`src/rtl/spi_master_cfg.sv`:
```
// spi_master_cfg: SPI master with per-transfer mode, bit order and chip-select
// selection.
//
// Ports:
//   sys_clk, rst_n    system clock (rising edge), async active-low reset
//   spi_start         single-cycle request, accepted only while busy = 0
//   cpol, cpha        SPI mode, captured with an accepted spi_start
//   lsb_first         1 = LSB first, captured with an accepted spi_start
//   cs_sel            chip-select mask (one-hot or zero), captured at start
//   data_in           transmit word, captured at start
//   data_out          last received word (holds until the next completion)
//   data_recv_vld     one-cycle pulse when data_out is updated
//   busy              transfer in progress
//   spi_clk, spi_mosi serial clock and data out
//   spi_miso          serial data in
//   spi_csn           active-low chip selects
//
// Sequence: IDLE -> SETUP (1 tick) -> XFER (2*DATA_WIDTH ticks) -> HOLD (1 tick)
// -> GAP (1 tick) -> IDLE, where a tick is CLK_DIV sys_clk cycles.
module spi_master_cfg #(
  parameter int unsigned DATA_WIDTH = 8,
  parameter int unsigned CLK_DIV    = 4,
  parameter int unsigned CS_NUM     = 1
) (
  input  logic                  sys_clk,
  input  logic                  rst_n,
  input  logic                  spi_start,
  input  logic                  cpol,
  input  logic                  cpha,
  input  logic                  lsb_first,
  input  logic [CS_NUM-1:0]     cs_sel,
  input  logic [DATA_WIDTH-1:0] data_in,
  output logic [DATA_WIDTH-1:0] data_out,
  output logic                  data_recv_vld,
  output logic                  busy,
  output logic                  spi_clk,
  input  logic                  spi_miso,
  output logic                  spi_mosi,
  output logic [CS_NUM-1:0]     spi_csn
);

  localparam int unsigned DIV_W  = (CLK_DIV > 1) ? $clog2(CLK_DIV) : 1;
  localparam int unsigned EDGE_W = $clog2(2 * DATA_WIDTH);

  typedef enum logic [2:0] {
    IDLE  = 3'd0,
    SETUP = 3'd1,
    XFER  = 3'd2,
    HOLD  = 3'd3,
    GAP   = 3'd4
  } state_e;

  state_e                state_q, state_d;
  logic [DIV_W-1:0]      div_q, div_d;
  logic [EDGE_W-1:0]     edge_q, edge_d;
  logic                  cpol_q, cpol_d;
  logic                  cpha_q, cpha_d;
  logic                  lsb_q, lsb_d;
  logic [DATA_WIDTH-1:0] tx_q, tx_d;
  logic [DATA_WIDTH-1:0] rx_q, rx_d;
  logic [DATA_WIDTH-1:0] dout_q, dout_d;
  logic                  vld_q, vld_d;
  logic                  busy_q, busy_d;
  logic                  sclk_q, sclk_d;
  logic                  mosi_q, mosi_d;
  logic [CS_NUM-1:0]     csn_q, csn_d;

  logic                  tick_c;
  logic                  leading_c;
  logic                  last_edge_c;
  logic                  sample_c;
  logic                  advance_c;
  logic [DATA_WIDTH-1:0] tx_shift_c;

  // Bit that goes on the wire first for a given word and bit order.
  function automatic logic first_bit(input logic [DATA_WIDTH-1:0] w, input logic lsb);
    return lsb ? w[0] : w[DATA_WIDTH-1];
  endfunction

  // Half-period tick and per-edge qualifiers.
  always_comb begin
    tick_c      = (div_q == DIV_W'(CLK_DIV - 1));
    leading_c   = ~edge_q[0];
    last_edge_c = (edge_q == EDGE_W'(2 * DATA_WIDTH - 1));
    // cpha=0 samples on leading edges, cpha=1 on trailing edges.
    sample_c    = (leading_c != cpha_q);
    // cpha=0 advances on trailing edges except the last; cpha=1 on leading.
    advance_c   = cpha_q ? leading_c : (~leading_c & ~last_edge_c);
    tx_shift_c  = lsb_q ? (tx_q >> 1) : (tx_q << 1);
  end

  // Next-state and datapath.
  always_comb begin
    state_d = state_q;
    div_d   = div_q;
    edge_d  = edge_q;
    cpol_d  = cpol_q;
    cpha_d  = cpha_q;
    lsb_d   = lsb_q;
    tx_d    = tx_q;
    rx_d    = rx_q;
    dout_d  = dout_q;
    vld_d   = 1'b0;
    busy_d  = busy_q;
    sclk_d  = sclk_q;
    mosi_d  = mosi_q;
    csn_d   = csn_q;

    // Divider runs only while a transfer is active and restarts at acceptance.
    if (state_q == IDLE) begin
      div_d = '0;
    end else if (tick_c) begin
      div_d = '0;
    end else begin
      div_d = div_q + DIV_W'(1);
    end

    case (state_q)
      IDLE: begin
        if (spi_start) begin
          cpol_d  = cpol;
          cpha_d  = cpha;
          lsb_d   = lsb_first;
          tx_d    = data_in;
          rx_d    = '0;
          edge_d  = '0;
          busy_d  = 1'b1;
          csn_d   = ~cs_sel;
          sclk_d  = cpol;
          // cpha=0 needs the first bit valid before the first leading edge.
          mosi_d  = cpha ? 1'b0 : first_bit(data_in, lsb_first);
          state_d = SETUP;
        end
      end

      SETUP: begin
        if (tick_c) begin
          state_d = XFER;
        end
      end

      XFER: begin
        if (tick_c) begin
          sclk_d = ~sclk_q;
          edge_d = edge_q + EDGE_W'(1);
          if (sample_c) begin
            rx_d = lsb_q ? {spi_miso, rx_q[DATA_WIDTH-1:1]}
                         : {rx_q[DATA_WIDTH-2:0], spi_miso};
          end
          if (advance_c) begin
            if (cpha_q) begin
              mosi_d = first_bit(tx_q, lsb_q);
            end else begin
              mosi_d = first_bit(tx_shift_c, lsb_q);
            end
            tx_d = tx_shift_c;
          end
          if (last_edge_c) begin
            edge_d  = '0;
            state_d = HOLD;
          end
        end
      end

      HOLD: begin
        if (tick_c) begin
          csn_d   = '1;
          mosi_d  = 1'b0;
          dout_d  = rx_q;
          vld_d   = 1'b1;
          state_d = GAP;
        end
      end

      GAP: begin
        // Keeps chip selects high for at least one half-period between transfers.
        if (tick_c) begin
          busy_d  = 1'b0;
          state_d = IDLE;
        end
      end

      default: begin
        state_d = IDLE;
        busy_d  = 1'b0;
        csn_d   = '1;
        mosi_d  = 1'b0;
      end
    endcase
  end

  // State and datapath registers.
  always_ff @(posedge sys_clk or negedge rst_n) begin
    if (!rst_n) begin
      state_q <= IDLE;
      div_q   <= '0;
      edge_q  <= '0;
      cpol_q  <= 1'b0;
      cpha_q  <= 1'b0;
      lsb_q   <= 1'b0;
      tx_q    <= '0;
      rx_q    <= '0;
      dout_q  <= '0;
      vld_q   <= 1'b0;
      busy_q  <= 1'b0;
      sclk_q  <= 1'b0;
      mosi_q  <= 1'b0;
      csn_q   <= '1;
    end else begin
      state_q <= state_d;
      div_q   <= div_d;
      edge_q  <= edge_d;
      cpol_q  <= cpol_d;
      cpha_q  <= cpha_d;
      lsb_q   <= lsb_d;
      tx_q    <= tx_d;
      rx_q    <= rx_d;
      dout_q  <= dout_d;
      vld_q   <= vld_d;
      busy_q  <= busy_d;
      sclk_q  <= sclk_d;
      mosi_q  <= mosi_d;
      csn_q   <= csn_d;
    end
  end

  assign data_out      = dout_q;
  assign data_recv_vld = vld_q;
  assign busy          = busy_q;
  assign spi_clk       = sclk_q;
  assign spi_mosi      = mosi_q;
  assign spi_csn       = csn_q;

endmodule

```
`config.mk`:
```
export PLATFORM = sky130hd
export DESIGN_NAME = spi_master_cfg
export DESIGN_NICKNAME = d
export VERILOG_FILES = /design/src/rtl/spi_master_cfg.sv
export SDC_FILE = /design/constraint.sdc
export NUM_CORES = 1
export LEC_CHECK = 0
export ABC_AREA = 0
export BUFFER_PORTS_ARGS = -buffer_cell sky130_fd_sc_hd__buf_4
export CAP_MARGIN = 20
export CORE_AREA = 2 2 66 68
export CTS_CLUSTER_SIZE = 40
export DETAILED_ROUTE_END_ITERATION = 10
export DIE_AREA = 0 0 68 70
export MAX_ROUTING_LAYER = met4
export PLACE_DENSITY = 0.71
export SLEW_MARGIN = 10
export SYNTH_ARGS = -nofsm -noshare
export SYNTH_HDL_FRONTEND = slang
export SYNTH_SLANG_ARGS = --single-unit
```
`constraint.sdc`:
```
create_clock -name sys_clk -period 2.6 [get_ports sys_clk]
set_clock_uncertainty 0.1 [all_clocks]
set_input_delay 0.39 -clock sys_clk [delete_from_list [all_inputs] [get_ports sys_clk]]
set_output_delay 0.39 -clock sys_clk [all_outputs]
set_load 0.05 [all_outputs]
```
## Yosys cells after proc, flatten, opt, wreduce, memory -nomap -nowiden

Cells that the tools add are included.

| cells by class | value |
|---|---|
| bitwise logic cells | 8 |
| reductions and logical operators | 14 |
| equality and inequality tests | 15 |
| $add $sub $neg | 2 |
| mux-type cells | 44 |

Operator list:

| operator | number |
|---|---|
| 8-bit two-way mux | 8 |
| 8-bit one-hot mux with 2 select lines | 2 |
| 3-bit two-way mux | 6 |
| 1-bit two-way mux | 17 |
| 2-bit inequality test, second input constant | 8 |
| 3-bit one-hot mux with 5 select lines | 1 |
| 4-bit two-way mux | 3 |
| 3-bit AND reduction | 3 |
| 4-bit one-hot mux with 2 select lines | 1 |
| 4-bit AND reduction | 2 |
| 1-bit NOT | 7 |
| 3-bit by 2-bit == test with 1-bit output, second input constant | 2 |
| 1-bit one-hot mux with 3 select lines | 2 |
| 6-bit AND reduction | 1 |
| 3-bit OR reduction | 2 |
| 5-bit AND reduction | 1 |
| 4-bit by 1-bit adder with 4-bit output, second input constant | 1 |
| 4-bit == test, second input constant | 1 |
| 2-bit two-way mux | 2 |
| 1-bit one-hot mux with 4 select lines | 1 |
| 2-bit AND reduction | 2 |
| 3-bit by 1-bit == test with 1-bit output, second input constant | 1 |
| 3-bit == test, second input constant | 1 |
| 3-bit zero test | 1 |
| 7 further kinds | 7 |

| storage, ports and cells | value |
|---|---|
| input bits | 16 |
| word-level logic and storage cells | 96 |
| bits in registers | 40 |
| output and inout port bits | 13 |

## Logic depth before layout (Yosys ltp)

Gate-level depths: netlist of run 1.

| depth | value |
|---|---|
| word-level depth | 7 |
| mapped depth | 6 |
| gate-level depth less buffers | 5 |

## Worst setup path before layout of run 1

OpenSTA, ideal clock, no wires.

| timing path | value |
|---|---|
| path type | reg-to-reg |
| start | register div_q[0] |
| end | register mosi_q (netlist: spi_mosi) |
| data required time | 2.372 ns |
| path slack | 0.769 ns |
| clock period less this slack | 1.831 ns |
| cell stages (with the launch flop) | 7 |
| setup time | 0.128 ns |
| buffers on the path | 1 |
| arrival | 1.603 ns |
| path through | dfrtp_1 -> ha_1 -> buf_2 -> a21o_1 -> a221oi_2 -> nor2b_4 -> mux2_1 |

| on the way | value |
|---|---|
| word-level cells in the longest chain between the ends | 3 |
| elaborated cells on any way between the ends | 4 |
| classes of those cells | eq/ne: 3; reduce/logical: 1 |

Ends and longest elaborated chain:

| item | RTL line | text |
|---|---|---|
| from (decl) | 54 | `logic [DIV_W-1:0] div_q, div_d;` |
| from (signal assigned) | 211 | `div_q <= div_d;` |
| 2-bit == test * | 82 | `tick_c = (div_q == DIV_W'(CLK_DIV - 1));` |
| 2-bit inequality test (no line) | -- |  |
| 5-bit AND reduction (no line) * | -- |  |
| to (signal assigned) | 222 | `mosi_q <= mosi_d;` |
| to (decl) | 65 | `logic mosi_q, mosi_d;` |

Every way passes the cells marked *; elsewhere a longest branch is shown, timed or not.
A chain may end at the register's enable or synchronous reset.

## Worst setup path in the final report of run 1

| timing path | value |
|---|---|
| start | register state_q[0] |
| end | register tx_q[7] |

| on the way | value |
|---|---|
| word-level cells in the longest chain between the ends | 3 |
| elaborated cells on any way between the ends | 8 |
| classes of those cells | eq/ne: 4; mux: 1; reduce/logical: 3 |

Ends and longest elaborated chain:

| item | RTL line | text |
|---|---|---|
| from (decl) | 53 | `state_e state_q, state_d;` |
| from (signal assigned) | 210 | `state_q <= state_d;` |
| 3-bit by 2-bit == test with 1-bit output / 3-bit zero test (equally long branches) | -- |  |
| 2-bit inequality test (no line) / 2-bit nonzero test (equally long branches) | -- |  |
| 4-bit AND reduction (no line) | -- |  |
| to (signal assigned) | 216 | `tx_q <= tx_d;` |
| to (decl) | 59 | `logic [DATA_WIDTH-1:0] tx_q, tx_d;` |

Parallel ways exist; a longest one is shown, timed or not.

==> reports/summary.md, run 1 <==
* 11.4 sq um — mean area per synthesized cell
* 2170 sq um — netlist area before placement
* 0.564 ns — slew at the pin closest to its max-slew limit
* 0.157 — Simple-Gate Fraction of Synth Area
* 0.405 — Switching Fraction
* 1060 uW — total net switching power
* register — endpoint class of the critical path
* 70 um — die outline height
* 208 — total nets after synthesis
* completed — outcome
* 0 — total congestion overflow
* 0.0991 — Synth Area in Compound Gates
* 4 — r2r worst-path depth
* multiplexers — dominant combinational cell family by area after synthesis
* 0 — Ant. Diodes
* 2.08 ns — critical path arrival
* 19 — Critical Path Fanout Max
* 2.68 ns — Required @ worst endpoint
* 2500 sq um — Non-Filler Cell Area, Final
* 5.35 — mean number of vias per cell
* 1.00 — fraction of synthesis flops using an asynchronous set or reset pin
* 272 — Post-Layout Cell Count
* false — unrepaired setup endpoints after global routing
* 0 — number of buffers and inverters on the critical path
* 3 — number of cells traversed by the worst hold path
* 0 — number of synthesized flops with an enable pin
* 0 — number of max-slew violations in the final report
* 500 MHz — fmax
* 0.408 — register share of total power
* or3b_1, nand2_1, o31ai_1, mux2_4 — ordered list of cells on the worst path
* register — kind of launch point of the worst setup path
* dfrtp_1 (39), mux2i_1 (20), nand2_1 (19) — most frequent cells after synthesis
* dfrtp_1 — most used flip-flop cell after synthesis
* reg2reg — critical setup path kind
* 263 — instance count after placement with tap cells included
* 0.161 — share of total power in the clock network
* 0.0115 — Adder-Cell Fraction of Synth Area
* 2 — largest buffer count on any clock path
* 0 — number of max-capacitance violations reported
* 4140 sq um — area of the core
* 0 — number of antenna violations at the first check in global routing
* 237 — post-layout net count
* 41 — largest net degree at the start of global routing
* 0.199 — all-layer global routing usage
* 1455 — Vias
* dfrtp_1 — most common cell in the synthesized netlist
* 40 — number of flip-flops and latches in the synthesized netlist
* 0.08 ns — clock-pin slew on the worst setup and hold paths
* 0 — number of failing setup endpoints in the final timing report
* 0.29 ns — clk_lat worst skew
* 2900 um — HPWL after detailed placement
* 0.621 — remaining max-slew budget at the tightest pin
* 28 — number of buffers inserted by port buffering
* 1553 — via count of the first global-routing pass
* 0.00806 — post-synthesis xor/xnor area fraction
* dfrtp_1 (45%), mux2_2 (9.3%), mux2i_1 (9.2%) — cell types occupying the most area after synthesis
* 0 — Synth Warn #
* 0.769 — Period Utilization, post-route
* yes — clock tree from TritonCTS
* 0.461 — portion of the post-synthesis area used by sequential elements
* 0.204 ns — worst slack on hold paths
* 4760 sq um — full die area
* 29 — I/O Pins
* or3b_1 — Crit-path slowest cell
* 2.00 ns — Min Clock Period, post-route
* 24 — Core Rows
* 1050 nW/um^2 — Pwr Density
* 2 — deepest level of the CTS H-tree
* 1 — count of hold-fix buffers inserted at cts
* simple AND/OR/NAND/NOR gates — kind of cell adding the most delay to the critical path
* 0.675 mV — Max IR drop VDD
* 47 — Netlist cell types
* 0 — Final Hold Viols
* 148 — iteration-0 DRC count of the detailed router
* 3990 um — Final Routed Wirelength
* 0.524 — starting utilization of the core area
* 0.70 ns — Critical Path Max Stage Delay
* 190 — synthesized netlist cell count
* 0 — number of nets with antenna violations after detailed routing
* 15.0% — Area Overhead vs Synth
* 5 — count of TritonRoute iterations in the first routing pass
* 0.449 — share of the synthesized area in the top cell type
* 2390 sq um — placement-stage cell area
* 0 ns — total negative slack
* 7090 um — global-route wire length before repair
* 14.7 um — post-DR wirelength/cell
* 0.327 — share of post-route cells with drive strength above 1
* 0.603 — utilization of the core after routing
* 40 — Clock Sinks
* clkbuf_8 — buffer type at the clock tree root
* 0 — post-cts gate resize count
* 0.215 — multiplexer share of the synthesized area
* 0 — DRC violations left
* 0.794 — Final Wtd Congestion
* 1560 uW — design internal power
* 0.00126 uW — leakage dissipation
* 4 — depth of the critical timing path with buffers and inverters included
* 0.431 — relative contribution of combinational cells to total power
* dfrtp_1 — cell type with the largest total area after synthesis
* 5 — number of clock buffers inserted by TritonCTS
* in2reg — class of the tightest hold or removal check
* 68 um — horizontal die dimension
* 0 — Post CTS Setup Buffer Count
[placed cells by master, fill, tap and decap left out, types with 2 or more instances in the layout]
| cell type | n |
|---|---|
| mux2i_1 | 20 |
| inv_1 | 10 |
| nor4_1 | 2 |
| nor2b_1 | 9 |
| o21ai_0 | 4 |
| o21ai_4 | 2 |
| clkbuf_8 | 6 |
| mux2_2 | 18 |
| a21o_1 | 3 |
| nand2_1 | 19 |
| clkinv_2 | 2 |
| nor2_1 | 10 |
| nand3_1 | 2 |
| dfrtp_1 | 39 |
| nor2b_4 | 2 |
| nor3_1 | 3 |
| ha_1 | 2 |
| mux2_4 | 2 |
| a21oi_1 | 8 |
| buf_4 | 30 |
[final timing paths]
kind	endpoint	from	slack (ns)
min	cpha_q$_DFFE_PN0P_	cpha	0.20
max	tx_q[7]$_DFFE_PN0P_	state_q[0]$_DFFE_PN0P_	0.60
min reg2reg	div_q[0]$_DFF_PN0_	div_q[0]$_DFF_PN0_	0.34
max in group asynchronous	spi_csn$_DFFE_PN1P_	rst_n	1.52
min in group asynchronous	spi_clk$_DFFE_PN0P_	rst_n	0.50
max reg2reg	tx_q[7]$_DFFE_PN0P_	state_q[0]$_DFFE_PN0P_	0.60
[layer usage]
metal | GRT usage | vias to the layer above | part of all wire
li1 | - | 719 | -
met1 | 0.242 | 712 | 0.45
met5 | - | - | 0
met2 | 0.324 | 20 | 0.51
met3 | 0.0548 | 4 | 0.030
met4 | 0.0533 | 0 | 0.0078
[cell type report]
type / count / area, sq um
Multi-Input combinational cell: 131 / 1060
Sequential cell: 40 / 1000
Clock buffer: 6 / 82.6
Timing Repair Buffer: 31 / 235
Inverter: 10 / 37.5
Tap cell: 52 / 65.1
Clock inverter: 2 / 10.0
Fill cell: 341 / 1650
[worst register-to-register path, cell delays in order (launching register included)]
cell	delay, ns
dfrtp_1	0.56
or3b_1	0.70
nand2_1	0.17
o31ai_1	0.09
mux2_4	0.28
[stage by stage]
| step | setup WS (ns) | power, uW |
|---|---|---|
| 5_1_grt | 0.463 | 2820 |
| 3_3_place_gp | 0.651 | 2170 |
| 3_5_place_dp | 0.610 | 2220 |
| 4_1_cts | 0.599 | 2640 |
| 6_report | 0.602 | 2620 |
| 2_1_floorplan | 0.769 | 1980 |
[power groups by stage]
stage | Combinational (uW) | Sequential, uW | Clock (uW)
2_1_floorplan | 870 | 1110 | 0
3_3_place_gp | 1100 | 1070 | 0
3_5_place_dp | 1140 | 1080 | 0
4_1_cts | 1140 | 1070 | 435
5_1_grt | 1240 | 1110 | 468
6_report | 1130 | 1070 | 421
[registers in the layout, summed over array words and instances (netlist names)]
signal and flops:
data_out 8, rx_q 8, tx_q 8, edge_q 4
state_q 3, div_q 2, busy 1, cpha_q 1
data_recv_vld 1, lsb_q 1, spi_clk 1, spi_csn 1
spi_mosi 1
[logic make-up after synthesis]
family	Yosys count
AOI/OAI and AO/OA	27
xor gates and xnor gates	2
adders and majority gates	2
buffers and inverters	19
DFF	40
muxes	42
and+or+nand+nor	58
Power figures use the tool's default switching activity.
==> inputs of run 2 (changes only) <==
==> constraint.sdc (replaced) <==
create_clock -name sys_clk -period 2.1 [get_ports sys_clk]
set_clock_uncertainty 0.1 [all_clocks]
set_input_delay 0.315 -clock sys_clk [delete_from_list [all_inputs] [get_ports sys_clk]]
set_output_delay 0.315 -clock sys_clk [all_outputs]
set_load 0.05 [all_outputs]
==> reports/summary.md, run 2 (synthesis results as in run 1) <==
* yes — clock tree from TritonCTS
* 0.345 — share of post-route cells with drive strength above 1
* 4200 um — Final Routed Wirelength
* 269 — instance count after placement with tap cells included
* 0 — total congestion overflow
* 0 — number of max-slew violations in the final report
* edge_q[0]$_DFFE_PN0P_ — start point of the critical path
* 0 — number of failing setup endpoints in the final timing report
* 1 — count of hold-fix buffers inserted at cts
* reg2reg — critical setup path kind
* 0 — post-cts gate resize count
* met4 — uppermost layer routed
* dfrtp_1 — Crit-path slowest cell
* cpha — Hold Startpoint
* 100 — iteration-0 DRC count of the detailed router
* 2.21 ns — Required @ worst endpoint
* 243 — post-layout net count
* 0.159 ns — worst path setup slack after routing
* 0.49 ns — Critical Path Max Stage Delay
* 29 — I/O Pins
* 0.514 ns — slew at the pin closest to its max-slew limit
* 0.213 — all-layer global routing usage
* 7460 um — global-route wire length before repair
* 40 — Clock Sinks
* 0.131 ns — worst slack on hold paths
* 1990 uW — design internal power
* ha_1, and3_4, o22ai_4, o21ai_4, buf_4, mux2i_1 — ordered list of cells on the worst path
* 70 um — die outline height
* register — kind of launch point of the worst setup path
* 0 — number of antenna violations at the first check in global routing
* in2reg — class of the tightest hold or removal check
* 17.3% — Area Overhead vs Synth
* 127 um — amount of wire on met3 after detailed routing
* 0.553 mV — Max IR drop VDD
* 0 — Post CTS Setup Buffer Count
* 0.655 — remaining max-slew budget at the tightest pin
* 4760 sq um — full die area
* 4 — count of TritonRoute iterations in the first routing pass
* 1.94 ns — Min Clock Period, post-route
* 0 ns — total negative slack
* 1528 — Vias
* 0.524 — starting utilization of the core area
* 1310 nW/um^2 — Pwr Density
* 0 — number of nets with antenna violations after detailed routing
* 0.404 — Switching Fraction
* false — unrepaired setup endpoints after global routing
* 515 MHz — fmax
* 0.29 ns — clk_lat worst skew
* 3080 um — HPWL after detailed placement
* 24 — Core Rows
* 68 um — horizontal die dimension
* 278 — Post-Layout Cell Count
* 0 — number of max-capacitance violations reported
* 2170 um — routed wl met2
* 0.464 — relative contribution of combinational cells to total power
* 1658 — via count of the first global-routing pass
* 41 — largest net degree at the start of global routing
* 4140 sq um — area of the core
* 0.376 — register share of total power
* 15.1 um — post-DR wirelength/cell
* 0.834 — Final Wtd Congestion
* 1830 um — routed length on met1
* 5 — number of clock buffers inserted by TritonCTS
* 0.00128 uW — leakage dissipation
* 0 — DRC violations left
* 0.160 — share of total power in the clock network
* 0.165 ns — worst setup slack before clock tree synthesis
* 2 — largest buffer count on any clock path
* dfrtp_1 (39), buf_4 (36), mux2i_1 (20) — commonest cells after routing, fill and taps aside
* edge_q[0]$_DFFE_PN0P_ — Worst R2R Start
* 0.08 ns — clock-pin slew on the worst setup and hold paths
* 2.05 ns — critical path arrival
* clkbuf_8 — buffer type at the clock tree root
* register — endpoint class of the critical path
* dfrtp_1 — most common library cell in the layout ignoring fill and taps
* 8 — Critical Path Fanout Max
* 0 — Final Hold Viols
* 5.50 — mean number of vias per cell
* 0 — Ant. Diodes
* completed — outcome
* 0.924 — Period Utilization, post-route
* 0.16 ns — R2R setup slack
* 2 — deepest level of the CTS H-tree
* 28 — number of buffers inserted by port buffering
* 1350 uW — total net switching power
[run 2: cell types whose count changed in the layout (fill, tap and decap cells not counted), sizes merged]
cell / before / now
buf: 30 / 36
clkinv: 2 / 0
clkinvlp: 0 / 2
[run 2: routing by layer]
layer / up-vias / track usage
li1: 735 / -
met1: 763 / 0.256
met2: 22 / 0.343
met3: 8 / 0.0580
met4: 0 / 0.0689
met5: - / -
[run 2: worst paths after layout]
check / end / cells past startpoint
max: tx_q[1]$_DFFE_PN0P_ / 6
min: cpha_q$_DFFE_PN0P_ / 3
max reg2reg: tx_q[1]$_DFFE_PN0P_ / 6
min reg2reg: div_q[0]$_DFF_PN0_ / 1
max in group asynchronous: spi_csn$_DFFE_PN1P_ / 2
min in group asynchronous: spi_clk$_DFFE_PN0P_ / 2
[run 2: through the flow]
| step | total power (uW) | instance area [sq um] | utilization |
|---|---|---|---|
| finish | 3340 | 2550 | 0.615 |
| floorplan | 2450 | 2170 | - |
| global route | 3590 | 2550 | 0.615 |
| global placement | 2760 | 2440 | 0.589 |
| detailed placement | 2820 | 2440 | 0.589 |
| CTS | 3370 | 2550 | 0.615 |
[run 2: area by class of cell]
cell class              instances  area, sq um
fillers                       333         1600
multi-input cells             131         1060
flip-flops and latches         40         1000
repair buffers                 37          280
clock buffers                   6         82.6
well taps                      52         65.1
inverters                      10         37.5
clock inverters                 2         15.0
[run 2: critical path: cells and delay by family, from the launching register on]
family | cells | cell delay (ns)
AO/OA/AOI/OAI | 2 | 0.38
adder cells (fa/ha/maj) | 1 | 0.24
buffers and inverters | 1 | 0.20
flip-flops | 1 | 0.49
multiplexers | 1 | 0.22
AND/OR/NAND/NOR | 1 | 0.23
[run 2: power groups by stage]
stage               clock network [uW]  logic (uW)  registers [uW]
floorplan                            0        1080            1380
global placement                     0        1510            1250
detailed placement                   0        1550            1270
CTS                                553        1560            1250
global route                       602        1690            1290
finish                             535        1550            1250
